File: src/rtl/cfg_bank_pkg.sv
// Shared types and timing defaults for the configuration memory bank programmer.
package cfg_bank_pkg;

  typedef enum logic [2:0] {
    IDLE,
    LOAD,
    SETUP,
    PULSE,
    HOLD,
    FIN
  } state_t;

  localparam int DEF_SETUP_CYCLES = 1;
  localparam int DEF_PULSE_CYCLES = 2;
  localparam int DEF_HOLD_CYCLES  = 1;

  // Counter width able to hold 0..n-1, never narrower than one bit.
  function automatic int cnt_width(input int n);
    return (n <= 2) ? 1 : $clog2(n);
  endfunction

endpackage

File: src/rtl/cfg_bank_phase_timer.sv
// Loadable down-counter with a zero flag; one instance times the SETUP, PULSE and HOLD phases.
module cfg_bank_phase_timer #(
  parameter int WIDTH = 1
) (
  input  logic             clk,
  input  logic             rst_n,
  input  logic             load,
  input  logic [WIDTH-1:0] load_val,
  output logic             zero
);

  logic [WIDTH-1:0] count;

  always_ff @(posedge clk or negedge rst_n) begin
    if (!rst_n) begin
      count <= '0;
    end else if (load) begin
      count <= load_val;
    end else if (count != '0) begin
      count <= count - WIDTH'(1);
    end
  end

  assign zero = (count == '0);

endmodule

File: src/rtl/cfg_mem_bank_programmer.sv
// Streams bitline words into a tile-column config bank and pulses one wordline per row.
// Optional even-parity check on each word is enabled with CFG_BANK_PARITY_EN.
module cfg_mem_bank_programmer
  import cfg_bank_pkg::*;
#(
  parameter int BL_WIDTH     = 40,
  parameter int WL_WIDTH     = 4,
  parameter int SETUP_CYCLES = DEF_SETUP_CYCLES,
  parameter int PULSE_CYCLES = DEF_PULSE_CYCLES,
  parameter int HOLD_CYCLES  = DEF_HOLD_CYCLES
) (
  input  logic                prog_clk,
  input  logic                prog_rst_n,
  input  logic                start,
  input  logic                abort,
  input  logic [BL_WIDTH-1:0] cfg_data,
  input  logic                cfg_valid,
`ifdef CFG_BANK_PARITY_EN
  input  logic                cfg_parity,
  output logic                parity_err,
`endif
  output logic                cfg_ready,
  output logic [BL_WIDTH-1:0] bl_out,
  output logic [WL_WIDTH-1:0] wl_out,
  output logic                busy,
  output logic                done
);

  localparam int RW = cnt_width(WL_WIDTH);
  localparam int MAX_PHASE = (SETUP_CYCLES > PULSE_CYCLES)
                           ? ((SETUP_CYCLES > HOLD_CYCLES) ? SETUP_CYCLES : HOLD_CYCLES)
                           : ((PULSE_CYCLES > HOLD_CYCLES) ? PULSE_CYCLES : HOLD_CYCLES);
  localparam int TW = cnt_width(MAX_PHASE);
  localparam logic [RW-1:0] ROW_LAST = RW'(WL_WIDTH - 1);

  state_t              state, state_next;
  logic [RW-1:0]       row, row_next;
  logic [BL_WIDTH-1:0] bl_next;
  logic [WL_WIDTH-1:0] wl_next;
  logic                tmr_load, tmr_zero;
  logic [TW-1:0]       tmr_val;
  logic                handshake, par_ok;

  assign handshake = (state == LOAD) && cfg_valid && cfg_ready;

`ifdef CFG_BANK_PARITY_EN
  assign par_ok = ((^cfg_data) == cfg_parity);

  always_ff @(posedge prog_clk or negedge prog_rst_n) begin
    if (!prog_rst_n) begin
      parity_err <= 1'b0;
    end else if (state == IDLE && start && !abort) begin
      parity_err <= 1'b0;
    end else if (handshake && !par_ok && !abort) begin
      parity_err <= 1'b1;
    end
  end
`else
  assign par_ok = 1'b1;
`endif

  cfg_bank_phase_timer #(.WIDTH(TW)) u_timer (
    .clk      (prog_clk),
    .rst_n    (prog_rst_n),
    .load     (tmr_load),
    .load_val (tmr_val),
    .zero     (tmr_zero)
  );

  always_comb begin
    state_next = state;
    row_next   = row;
    bl_next    = bl_out;
    tmr_load   = 1'b0;
    tmr_val    = '0;
    case (state)
      IDLE: begin
        if (start && !abort) begin
          state_next = LOAD;
          row_next   = '0;
        end
      end
      LOAD: begin
        if (handshake) begin
          if (par_ok) begin
            state_next = SETUP;
            bl_next    = cfg_data;
            tmr_load   = 1'b1;
            tmr_val    = TW'(SETUP_CYCLES - 1);
          end else begin
            state_next = IDLE;
          end
        end
      end
      SETUP: begin
        if (tmr_zero) begin
          state_next = PULSE;
          tmr_load   = 1'b1;
          tmr_val    = TW'(PULSE_CYCLES - 1);
        end
      end
      PULSE: begin
        if (tmr_zero) begin
          state_next = HOLD;
          tmr_load   = 1'b1;
          tmr_val    = TW'(HOLD_CYCLES - 1);
        end
      end
      HOLD: begin
        if (tmr_zero) begin
          if (row == ROW_LAST) begin
            state_next = FIN;
          end else begin
            state_next = LOAD;
            row_next   = row + RW'(1);
          end
        end
      end
      FIN:     state_next = IDLE;
      default: state_next = IDLE;
    endcase

    if (abort && state != IDLE) begin
      state_next = IDLE;
      tmr_load   = 1'b0;
    end

    // Outputs are registered, so they are derived from the state being entered.
    if (state_next == IDLE) begin
      row_next = '0;
    end
    if (state_next != SETUP && state_next != PULSE && state_next != HOLD) begin
      bl_next = '0;
    end
    wl_next = (state_next == PULSE) ? (WL_WIDTH'(1) << row_next) : '0;
  end

  always_ff @(posedge prog_clk or negedge prog_rst_n) begin
    if (!prog_rst_n) begin
      state     <= IDLE;
      row       <= '0;
      bl_out    <= '0;
      wl_out    <= '0;
      cfg_ready <= 1'b0;
      busy      <= 1'b0;
      done      <= 1'b0;
    end else begin
      state     <= state_next;
      row       <= row_next;
      bl_out    <= bl_next;
      wl_out    <= wl_next;
      cfg_ready <= (state_next == LOAD);
      busy      <= (state_next != IDLE);
      done      <= (state_next == FIN);
    end
  end

endmodule
File: config.mk
export PLATFORM = sky130hd
export DESIGN_NAME = cfg_mem_bank_programmer
export DESIGN_NICKNAME = d
export VERILOG_FILES = /design/src/rtl/cfg_bank_pkg.sv /design/src/rtl/cfg_bank_phase_timer.sv /design/src/rtl/cfg_mem_bank_programmer.sv
export SDC_FILE = /design/constraint.sdc
export NUM_CORES = 1
export LEC_CHECK = 0
export CORE_MARGIN = 2
export CORE_UTILIZATION = 44
export CTS_CLUSTER_DIAMETER = 80
export DETAILED_ROUTE_END_ITERATION = 10
export GPL_ROUTABILITY_DRIVEN = 0
export GPL_TIMING_DRIVEN = 0
export PLACE_DENSITY = 0.87
export SLEW_MARGIN = 20
export SYNTH_ARGS = -nofsm -noshare
export SYNTH_HDL_FRONTEND = slang
export SYNTH_SLANG_ARGS = --single-unit
File: constraint.sdc
create_clock -name prog_clk -period 2.4 [get_ports prog_clk]
set_input_delay 0.36 -clock prog_clk [delete_from_list [all_inputs] [get_ports prog_clk]]
set_output_delay 0.36 -clock prog_clk [all_outputs]
set_load 0.01 [all_outputs]
# [Word-level counts from Yosys, hierarchy flattened]
# Index checks and enable logic that the tools add are counted.
[word_totals] regBits=53 in_bits=45 output_inout_bits=47 wordCells=61
[classes] addsub=2 n_eq_ne=11 shift=1 mux=24 n_reduce_logical=15
[op_table] op="$mux W40" count=3
[op_table] op="$mux W3" count=7
[op_table] op="$pmux W3 S5" count=1
[op_table] op="$eq A3 B2 Y1 const B" count=3
[op_table] op="$mux W2" count=4
[op_table] op="$eq A3 B1 Y1 const B" count=2
[op_table] op="$eq A3 B3 Y1 const B" count=2
[op_table] op="$logic_and A1 B1 Y1" count=6
[op_table] op="$logic_not A3 Y1" count=2
[op_table] op="$mux W1" count=6
[op_table] op="$ne A3 B2 Y1 const B" count=2
[op_table] op="$reduce_bool A3 Y1" count=2
[op_table] op="$mux W4" count=1
[op_table] op="$pmux W2 S2" count=1
[op_table] op="$reduce_bool A2 Y1" count=2
[op_table] op="$shl A1 B2 Y4 const A" count=1
[op_table] op="$ne A3 B3 Y1 const B" count=1
[op_table] op="$add A2 B1 Y2 const B" count=1
[op_table] op="$eq A2 B2 Y1 const B" count=1
[op_table] op="$pmux W1 S2" count=1
[op_table] op="$reduce_and A2 Y1" count=1
[op_table] op="$reduce_or A2 Y1" count=1
[op_table] op="$logic_not A1 Y1" count=1
[op_table] op="$sub A1 B1 Y1 const B" count=1

# [Depth between registers and ports, before layout]
# Gate-level depths: netlist of the first run.
[logic_depth] word_depth=11 depth_mapped=7 depth_no_buf=4

# [Cells and area by module]
# A second synthesis of the first run with hierarchy kept.
[hier_totals] cells_unflattened=202 area_unflattened_um2=2600.0
[by_module_without_submodules] module="cfg_mem_bank_programmer" n_inst=1 cells_each=199 area_each_um2=2565.0 seq_area_each_um2=1301.2
[by_module_without_submodules] module="cfg_bank_phase_timer" n_inst=1 cells_each=3 area_each_um2=35.0 seq_area_each_um2=25.0

# [Least setup slack after synthesis of the first run]
# Ideal clock, no wire load.
[synth_path] path_kind="reg-to-reg" start="register state[1]" end="register bl_out[19]" setup_ns=0.136 t_arrival_ns=1.573 required_ns=2.264 slack_ns=0.691 stages_incl_launch_ff=6 synth_period_minus_slack_ns=1.709 path_cell_list="dfrtp_1 > or3b_1 > a211o_1 > a32oi_2 > buf_6 > nor3_1"
[synth_between] elab_chain_len=11 word_cells_on_any_way=25 cone_classes="7 x eq/ne; 8 x mux; 10 x reduce/logical"
[synth_lines] element="start: declaration" line_no="cfg_mem_bank_programmer.sv:36" source="state_t state, state_next;"
[synth_lines] element="start signal: assignment" line_no="cfg_mem_bank_programmer.sv:148" source="state <= state_next;"
[synth_lines] element="$eq A3 B1 Y1" line_no="cfg_mem_bank_programmer.sv:44, cfg_mem_bank_programmer.sv:76"
[synth_lines] element="$logic_and A1 B1 Y1 (2 in series)" line_no="cfg_mem_bank_programmer.sv:44" source="assign handshake = (state == LOAD) && cfg_valid && cfg_ready;"
[synth_lines] element="$mux W3" line_no="cfg_mem_bank_programmer.sv:84" source="if (handshake) begin"
[synth_lines] element="$pmux W3 S5" line_no="cfg_mem_bank_programmer.sv:76" source="case (state)"
[synth_lines] element="$mux W3" line_no="cfg_mem_bank_programmer.sv:123" source="if (abort && state != IDLE) begin"
[synth_lines] element="$ne A3 B2 Y1" line_no="cfg_mem_bank_programmer.sv:132" source="if (state_next != SETUP && state_next != PULSE && state_next != HOLD) begin"
[synth_lines] element="$logic_and A1 B1 Y1 (2 in series)" line_no="cfg_mem_bank_programmer.sv:132"
[synth_lines] element="$reduce_bool A2 Y1 (no source line)"
[synth_lines] element="$reduce_and A2 Y1 (no source line)"
[synth_lines] element="end signal: assignment" line_no="cfg_mem_bank_programmer.sv:150" source="bl_out <= bl_next;"
[synth_lines] element="end: declaration" line_no="cfg_mem_bank_programmer.sv:23" source="output logic [BL_WIDTH-1:0] bl_out,"
# Several ways; a longest one is shown, not always the timed one.
# A chain may end at the register's enable or synchronous reset.

# [Final worst setup path of the first run]
[layout_path] start="input port abort" end="register bl_out[32]"
[layout_between] elab_chain_len=10 word_cells_on_any_way=15 cone_classes="3 x eq/ne; 4 x mux; 8 x reduce/logical"
[layout_lines] element="start: declaration" line_no="cfg_mem_bank_programmer.sv:15" source="input logic abort,"
[layout_lines] element="$logic_not A1 Y1" line_no="cfg_mem_bank_programmer.sv:78" source="if (start && !abort) begin"
[layout_lines] element="$logic_and A1 B1 Y1" line_no="cfg_mem_bank_programmer.sv:78"
[layout_lines] element="$mux W3" line_no="cfg_mem_bank_programmer.sv:78"
[layout_lines] element="$pmux W3 S5" line_no="cfg_mem_bank_programmer.sv:76"
[layout_lines] element="$mux W3 *" line_no="cfg_mem_bank_programmer.sv:123"
[layout_lines] element="$ne A3 B2 Y1" line_no="cfg_mem_bank_programmer.sv:132"
[layout_lines] element="$logic_and A1 B1 Y1" line_no="cfg_mem_bank_programmer.sv:132"
[layout_lines] element="$logic_and A1 B1 Y1 *" line_no="cfg_mem_bank_programmer.sv:132"
[layout_lines] element="$reduce_bool A2 Y1 (no source line)"
[layout_lines] element="$reduce_and A2 Y1 (no source line)"
# Mark *: on every way between the ends. The rest lies on a longest branch, timed or not.

==> results of run 1 <==
worst paths after layout:
check                                 from         end  slack [ns]  depth (start not counted)
min in group prog_clk           bl_out[29]  bl_out[29]        0.58                          2
worst max-delay path                 abort  bl_out[32]        0.31                          6
worst min-delay path            prog_rst_n   bl_out[3]        0.09                          1
max in group asynchronous       prog_rst_n    state[2]        1.86                          1
worst min register to register  bl_out[29]  bl_out[29]        0.58                          2
worst max register to register    state[0]  bl_out[23]        0.45                          7
metrics by stage:
step	util (%)	instance area, µm²	setup WS [ns]	setup TNS, ns	hold slack, ns
2_1_floorplan	-	2410	0.691	0	0.0644
3_3_place_gp	65.5	3410	-0.571	-30.18	0.549
3_5_place_dp	65.5	3410	-0.0232	-0.148	0.444
4_1_cts	67.0	3490	0.275	0	0.122
5_1_grt	67.0	3490	0.177	0	0.141
6_report	67.0	3490	0.307	0	0.0929
cell families after synthesis:
| logic type | share of synthesized area [%] |
|---|---|
| AO/OA/AOI/OAI | 5.71 |
| multiplexers | 16.6 |
| buffers and inverters | 5.45 |
| AND/OR/NAND/NOR | 17.3 |
| flip-flops | 55.0 |
metal layers:
layer  vias to the layer above  global-route usage [%]  part of all wire (%)
met4                         0                    3.16                  0.53
li1                        920                       -                     -
met2                        69                    31.1                    48
met1                       900                    25.5                    46
met3                         4                    4.60                   5.8
met5                         -                       0                     0
synth_stat cells, types with 2 or more instances:
cell | n | area [µm²]
a211o_1 | 2 | 17.5
a211oi_1 | 3 | 22.5
a21oi_1 | 5 | 25.0
a31oi_1 | 2 | 12.5
buf_2 | 6 | 30.0
buf_6 | 6 | 67.6
clkbuf_1 | 4 | 15.0
dfrtp_1 | 53 | 1330
inv_1 | 3 | 11.3
mux2i_1 | 40 | 400
nand2_1 | 3 | 11.3
nand2b_1 | 3 | 18.8
nor2_1 | 5 | 18.8
nor2b_1 | 3 | 18.8
nor3_1 | 38 | 190
nor3_2 | 4 | 40.0
nor3b_1 | 2 | 15.0
nor4_1 | 5 | 31.3
area by class of cell:
type                            instances  share of cell area, %
Sequential cell                        53                   38.0
Tap cell                               70                   2.51
Clock buffer                            8                   2.30
Inverter                                3                  0.323
Buffer                                 17                   3.44
Multi-Input combinational cell        127                   27.4
Timing Repair Buffer                   91                   26.0
critical path, cell delays in order:
cell	delay (ns)
clkdlybuf4s50_1	0.50
or3b_1	0.39
a211o_1	0.33
a32oi_2	0.40
buf_6	0.20
nor3_1	0.06
report_power, final:
part	internal, mW	switching [mW]	leakage, nW
logic	0.475	0.632	0.871
registers	0.956	0.0356	0.735
clock network	0.208	0.260	0.0395
state kept, by name, indices dropped and copies added (netlist names):
name and count:
u_timer.count 1, busy 1, state 3, wl_out 4, done 1, cfg_ready 1
bl_out 40, row 2
==> impl_results.md, run 1 <==
* Sink Count at 53
* Cell Count, Final, Fillers Out at roughly 370
* DRT antenna net count at 0
* Total Die Area at 6090 µm²
* Period utilization at 87.2%
* Crit-path max FO at 10
* Fraction of layout cells with a size suffix above 1 at between 9 and 10%
* HP Class: primary input to asynchronous set/reset pin
* Post-cts resize count at 0
* Number of port buffers at slightly above 90
* Worst-path clk slew at 0.09 ns
* Final nets at approximately 340
* Leading cell type in the layout, fill and taps excluded: clkdlybuf4s50_1
* Grt total ovfl at 0
* Synthesized area per cell at 12.1 µm²
* WL final at 5.44 mm
* Drt wl/cell at 14.7 µm
* DP Wirelength at around 4 mm
* All-Layer GR Usage at a little under a fifth
* Startpoint Class: primary input
* Max cap viols at 0
* Syn nets at roughly 250
* Cells after synthesis at 200
* VDD IR max at about 0.63 mV
* Total power at roughly 2.6 mW
* FMAX at 0.478 GHz
* Crit path required time at 2.55 ns
* First drt pass iteration count at 4
* Number of diodes at 0
* #FFs+latches synth at 53
* Post-synth ARST share at 100%
* RSZ-0062 raised after global routing: false
* CTS tree: built
* Post-CTS Hold Fix Bufs at 0
* Worst-case clock skew at a little under 0.007 ns
* Vias in the first global route at around 1900
* Minimum clock period at approximately 2.1 ns
* Multi-input logic area at ~950 µm²
* Initial antenna violation count at 0
* Seq/Total Area, Yosys at 55.0%
* Maximum number of pins on one net before global-route repair at 54
* Synthesized area at 2410 µm²
* CTS Buf Count at 5
* Setup Buffers After CTS at 0
* First-pass GRT wire length at 9.18 mm
* Core footprint at between 5000 and 6000 µm²
* Drt drc at 0
* # IOs at between 90 and 100
* LEAKAGE at roughly 1.6 nW
* Die width at a little under 80 µm
* Setup Viol. Count Final at 0
* Fin. Hold Viols at 0
* Most frequent cells in the layout: 90 x clkdlybuf4s50_1, 53 x dfrtp_1, 40 x mux2i_1, 38 x nor3_1, 7 x clkbuf_1
* Pwr/cell area at 736 nW/µm²
* # fillers at 444
* Via Count at 1893
* Status: complete, no violations
* Crit Path Class: primary input to register
* Slew Limit Fails at 0
* Clk root buf: clkbuf_8
* Arr. time, crit path at roughly 2.3 ns
* Die height at between 70 and 80 µm
* Crit end category: register
* Cells after DPL at around 360
* Yosys cell types at 31
* Vias/cell at between 5 and 6
* Row cnt at 26
* Synth Flop Type: dfrtp_1
* Synth warn at 0
* Initial DRC Count at between 40 and 50
* Slew margin rel. at between 50% and 60%
* Synthesis-to-layout area growth at 44.6%
* CTS H-tree lvls at 2
* Starting density of the core at ~46%
* Worst Tran Pin Value at between 0.6 and 0.7 ns
* CTS max path bufs at 2
* Total area of sequential cells at between 1000 and 1500 µm²
* Worst-skew pair later-pin latency at 0.29 ns
* Post-synth EDFFs at 0
Note: power is estimated with default switching activity, not from simulation.
==> run 2: changes to the inputs <==
--- a/config.mk
+++ b/config.mk
@@ -11,7 +11,7 @@
 export DETAILED_ROUTE_END_ITERATION = 10
 export GPL_ROUTABILITY_DRIVEN = 0
 export GPL_TIMING_DRIVEN = 0
-export PLACE_DENSITY = 0.87
+export PLACE_DENSITY = 0.8
 export SLEW_MARGIN = 20
 export SYNTH_ARGS = -nofsm -noshare
 export SYNTH_HDL_FRONTEND = slang
==> run 2 against run 1 <==
Sequential share of layout area about the same; clock-buffer cell count down 2; critical endpoint is now bl_out[19]; core utilization about the same; register-to-register slack worse by 0.02 ns; clock power about the same; worst hold slack worse by 0.0087 ns; combinational power about the same; final cell count unchanged.
==> impl_results.md, run 2 (synthesis gave the netlist of run 1 again) <==
* Period utilization at roughly 87%
* Levels on crit path at 6
* Largest register FFs at 40
* Most flop-heavy register: bl_out
* Total Die Area at about 6000 µm²
* Arr. time, crit path at approximately 2.3 ns
* CTS max path bufs at 2
* CP delay by family, top: compound AO/OA/AOI/OAI gates
* Most frequent cells in the layout: 90 x clkdlybuf4s50_1, 53 x dfrtp_1, 40 x mux2i_1, 38 x nor3_1
* # fillers at around 450
* Setup TNS at 0 ns
* Worst-path clk slew at about 0.09 ns
* Crit-path max FO at 10
* Initial DRC Count at 74
* Row cnt at 26
* Worst path buffer plus inverter count at 2
* Number of port buffers at just over 90
* Reg-to-Reg End: row[0]
* # IOs at 92
* Cells after DPL at 361
* Clk root buf: clkbuf_8
* Post-CTS Hold Fix Bufs at 0
* Crit path to: bl_out[19]
* Vias in the first global route at between 1500 and 2000
* Die width at 78.0 µm
* CTS Buf Count at 5
* Synthesis-to-layout area growth at 44.7%
* Worst path slowest cell: clkdlybuf4s50_1
* Vias/cell at roughly 5
* Crit path required time at around 2.6 ns
* HP Class: primary input to asynchronous set/reset pin
* Post-cts resize count at 0
* VDD IR max at 0.687 mV
* Crit end category: register
* Maximum number of pins on one net before global-route repair at 54
* Pwr/cell area at 738 nW/µm²
* Leading cell type in the layout, fill and taps excluded: clkdlybuf4s50_1
* CP startpoint: abort
* R2r setup slk at 0.43 ns
* CTS tree: built
* Minimum clock period at between 2 and 2.5 ns
* Status: complete, no violations
* Number of diodes at 0
* Startpoint Class: primary input
* Fin. Hold Viols at 0
* Cell Count, Final, Fillers Out at between 300 and 400
* Drt drc at 0
* Origin of the critical flop-to-flop path: state[0]
* First-pass GRT wire length at just over 9 mm
* R2r worst-path depth at 7
* WL final at between 5 and 6 mm
* FMAX at around 0.48 GHz
* Biggest regs: bl_out: 40 flops, wl_out: 4 flops, state: 3 flops
* Fraction of layout cells with a size suffix above 1 at under 10%
* Max cap viols at 0
* Sink Count at 53
* Total area of sequential cells at between 1000 and 1500 µm²
* Slew margin rel. at a little under three fifths
* Worst-skew pair later-pin latency at approximately 0.3 ns
* Crit Path Class: primary input to register
* CTS H-tree lvls at 2
* Setup Buffers After CTS at 0
* Worst path max stage delay at ~0.49 ns
* Starting density of the core at 46.3%
* Via Count at between 1500 and 2000
* Die height at a little under 80 µm
* Drt wl/cell at between 10 and 15 µm
* First drt pass iteration count at 4
* Setup Viol. Count Final at 0
* Initial antenna violation count at 0
* Multi-input logic area at about 950 µm²
* LEAKAGE at about 1.7 nW
* RSZ-0062 raised after global routing: false
* Core footprint at ~5200 µm²
* DP Wirelength at a little under 4 mm
* Grt total ovfl at 0
* Final nets at between 300 and 400
* Slew Limit Fails at 0
* All-Layer GR Usage at between 10% and 20%
* Total power at around 2.6 mW
* Crit path cell chain: clkdlybuf4s50_1, or3b_1, a211o_1, a32oi_2, buf_6, nor3_1
* Worst Tran Pin Value at around 0.65 ns
* Worst-case clock skew at approximately 0.0054 ns
* DRT antenna net count at 0
[run 2: changes by cell type in the layout (fill, tap and decap cells not counted)]
cell / change
clkbuf_1: -2
clkinv_2: +2
[run 2: per-layer routing]
layer	global-route usage, %	wire length (µm)	up-vias
li1	-	-	918
met1	25.6	2440	863
met2	30.3	2570	62
met3	5.75	384	6
met4	4.91	48	0
met5	0	0	-
[run 2: per-stage QoR]
step	util, %	setup slack (ns)	instance area [µm²]	hold slack [ns]
after floorplan	-	0.691	2410	0.0644
after global placement	65.5	-0.597	3410	0.547
after detailed placement	65.5	-0.0270	3410	0.437
after CTS	67.1	0.298	3490	0.109
after global routing	67.1	0.183	3490	0.111
final	67.1	0.323	3490	0.0841
[run 2: how the worst min path moves through the flow]
stage	endpoint	depth (start not counted)	from	slack, ns
floorplan	bl_out[0]	0	prog_rst_n	0.06
global placement	bl_out[25]	2	bl_out[25]	0.55
detailed placement	bl_out[33]	1	prog_rst_n	0.44
CTS	bl_out[1]	1	prog_rst_n	0.11
global route	bl_out[33]	1	prog_rst_n	0.11
finish	bl_out[33]	1	prog_rst_n	0.08
[run 2: layout make-up]
cell class	count	share of cell area [%]
inverter	3	0.323
sequential	53	38.0
clock inverter	2	0.287
clock buffer	6	2.08
buffer	17	3.44
timing repair buffer	91	26.0
tap	70	2.51
multi-input combinational	127	27.3
[run 2: where the power goes]
part           total (mW)  switching [mW]  internal (mW)
sequential          0.992          0.0359          0.956
combinational        1.11           0.640          0.475
clock               0.470           0.268          0.203
total                2.58           0.944           1.63
[run 2: worst reg2reg max path: stages, from the launching register on]
cell,delay [ns]
dfrtp_1,0.40
buf_6,0.15
o21a_1,0.13
nor2_1,0.05
nor2_1,0.27
clkbuf_1,0.42
buf_2,0.34
a211oi_1,0.09
==> run 3: changes to the inputs <==
--- a/config.mk
+++ b/config.mk
@@ -6,7 +6,7 @@
 export NUM_CORES = 1
 export LEC_CHECK = 0
 export CORE_MARGIN = 2
-export CORE_UTILIZATION = 44
+export CORE_UTILIZATION = 45
 export CTS_CLUSTER_DIAMETER = 80
 export DETAILED_ROUTE_END_ITERATION = 10
 export GPL_ROUTABILITY_DRIVEN = 0
@@ -15,4 +15,5 @@
 export SLEW_MARGIN = 20
 export SYNTH_ARGS = -nofsm -noshare
 export SYNTH_HDL_FRONTEND = slang
+export SYNTH_HIERARCHICAL = 1
 export SYNTH_SLANG_ARGS = --single-unit
==> run 3 against run 2 <==
Clock power grew 14%; core utilization shrank 0.38 points; via count grew 1.5%; combinational power is essentially flat; critical path type is now register to register; sequential cell count is the same; highest routed layer unchanged; non-clock buffer count shrank 1.
==> impl_results.md, run 3 <==
* Yosys cell types at 38
* DRT antenna net count at 0
* Worst-path clk slew at roughly 0.10 ns
* # IOs at 92
* Cells after DPL at ~370
* Number of port buffers at 91
* Biggest regs: bl_out: 40 flops, wl_out: 4 flops, state: 3 flops
* Drt wl/cell at approximately 15 µm
* Starting density of the core at ~47%
* Number of diodes at 0
* Arr. time, crit path at 2.03 ns
* Synthesized area per cell at approximately 13 µm²
* Synth Flop Type: dfrtp_1
* DP Wirelength at 4.14 mm
* First-pass GRT wire length at a little over 9 mm
* Pwr/cell area at around 700 nW/µm²
* First drt pass iteration count at 4
* Sink Count at 53
* Die height at between 80 and 90 µm
* Via Count at ~1900
* Vias in the first global route at around 1900
* CTS max path bufs at 2
* Cells after synthesis at ~200
* LEAKAGE at 1.37 nW
* Crit-path max FO at 10
* Period utilization at roughly three quarters
* Fraction of layout cells with a size suffix above 1 at about a quarter
* Row cnt at 27
* Crit path required time at around 2.6 ns
* Leading cell type in the layout, fill and taps excluded: clkdlybuf4s50_1
* Slew margin rel. at between 50% and 60%
* Post-synth ARST share at between 90% and 100%
* Crit end category: register
* FMAX at 0.543 GHz
* Setup Buffers After CTS at 0
* Initial DRC Count at 103
* Drt drc at 0
* CTS H-tree lvls at 2
* Startpoint Class: register
* Setup Viol. Count Final at 0
* Worst-case clock skew at roughly 0.0028 ns
* RSZ-0062 raised after global routing: false
* Synthesis-to-layout area growth at 42.1%
* Worst-skew pair later-pin latency at ~0.31 ns
* Clk root buf: clkbuf_8
* Final nets at between 300 and 400
* Yosys top cell by area: dfrtp_1
* Worst Tran Pin Value at roughly 0.67 ns
* Yosys top cell area share at 51.0%
* Post-synth top cells: 53 x dfrtp_1, 40 x a21oi_2, 40 x mux2i_1
* WL final at 5.76 mm
* CTS Buf Count at 5
* Fin. Hold Viols at 0
* Post-CTS Hold Fix Bufs at 0
* Minimum clock period at ~1.8 ns
* Most flop-heavy register: bl_out
* Crit Path Class: register to register
* Grt total ovfl at 0
* All-Layer GR Usage at 18.7%
* Die width at around 80 µm
* Core footprint at 5540 µm²
* Max cap viols at 0
* Post-cts resize count at 0
* Setup TNS at 0 ns
* Maximum number of pins on one net before global-route repair at 54
* Synthesized area at ~2600 µm²
* Total Die Area at 6400 µm²
* Post-synth EDFFs at 0
* Status: complete, no violations
* Initial antenna violation count at 0
* HP Class: primary input to asynchronous set/reset pin
* Syn nets at around 250
* VDD IR max at 0.437 mV
* Top cells by area, synth: dfrtp_1 51%, mux2i_1 15%, a21oi_2 13%, buf_6 2.2%, buf_2 1.9%
* Most frequent cells in the layout: 90 x clkdlybuf4s50_1, 53 x dfrtp_1, 40 x mux2i_1, 40 x a21oi_2, 10 x buf_2
* Slew Limit Fails at 0
* Synth warn at 6
* Largest register FFs at 40
* Vias/cell at about 5.0
* Cell Count, Final, Fillers Out at ~370
* #FFs+latches synth at 53
* Most common cell in the netlist: dfrtp_1
* Seq/Total Area, Yosys at between 50% and 60%
* CTS tree: built
==> run 3: layer usage <==
layer	global-route usage, %	share of wire (%)	wire length, µm
met1	26.3	46	2630
met2	28.1	46	2670
met3	5.54	7.0	403
met4	5.59	0.99	57
met5	0	0	0
==> run 3: path summary, 6_finish.rpt <==
check | slack [ns] | cells after the start | end | start
worst max-delay path | 0.56 | 6 | bl_out[18] | state[2]
worst min-delay path | 0.08 | 1 | bl_out[9] | prog_rst_n
worst max register to register | 0.56 | 6 | bl_out[18] | state[2]
worst min register to register | 0.48 | 1 | wl_out[1] | row[1]
max in group asynchronous | 1.88 | 1 | wl_out[2] | prog_rst_n
min in group prog_clk | 0.48 | 1 | wl_out[1] | row[1]
==> run 3: layout make-up <==
type	instances	area (µm²)
Clock inverter	2	13.8
Fill cell	432	1850
Tap cell	72	90.1
Sequential cell	53	1330
Inverter	4	15.0
Multi-Input combinational cell	129	1140
Buffer	16	114
Clock buffer	6	82.6
Timing Repair Buffer	91	908
==> run 3: per-stage QoR <==
step	utilization (%)	area (µm²)	hold slack [ns]	power [mW]	setup WS (ns)
global placement	65.0	3600	0.456	2.06	-0.651
detailed placement	65.0	3600	0.440	2.08	0.302
floorplan	-	2600	0.0644	1.76	0.808
finish	66.7	3690	0.0768	2.60	0.560
global route	66.7	3690	0.115	2.76	0.435
CTS	66.7	3690	0.0985	2.62	0.557
==> run 3: cells by family after synthesis <==
| kind of cell | count (synthesis) | synth area share (%) |
|---|---|---|
| XOR/XNOR | 1 | 0.337 |
| AND/OR/NAND/NOR | 28 | 7.46 |
| buffers and inverters | 20 | 4.96 |
| AO/OA/AOI/OAI | 60 | 20.8 |
| flip-flops | 53 | 51.0 |
| multiplexers | 40 | 15.4 |
==> run 3: power by group <==
| part | switching, mW | internal (mW) | leakage, nW |
|---|---|---|---|
| registers | 0.0245 | 0.952 | 0.735 |
| logic | 0.665 | 0.418 | 0.583 |
| clock network | 0.302 | 0.235 | 0.0512 |
==> run 3: worst max-delay path, stage by stage (launching register included) <==
cell      delay, ns
dfrtp_1        0.38
buf_2          0.19
nand2b_4       0.19
nor3_4         0.24
buf_2          0.37
mux2i_1        0.30
a21oi_2        0.04
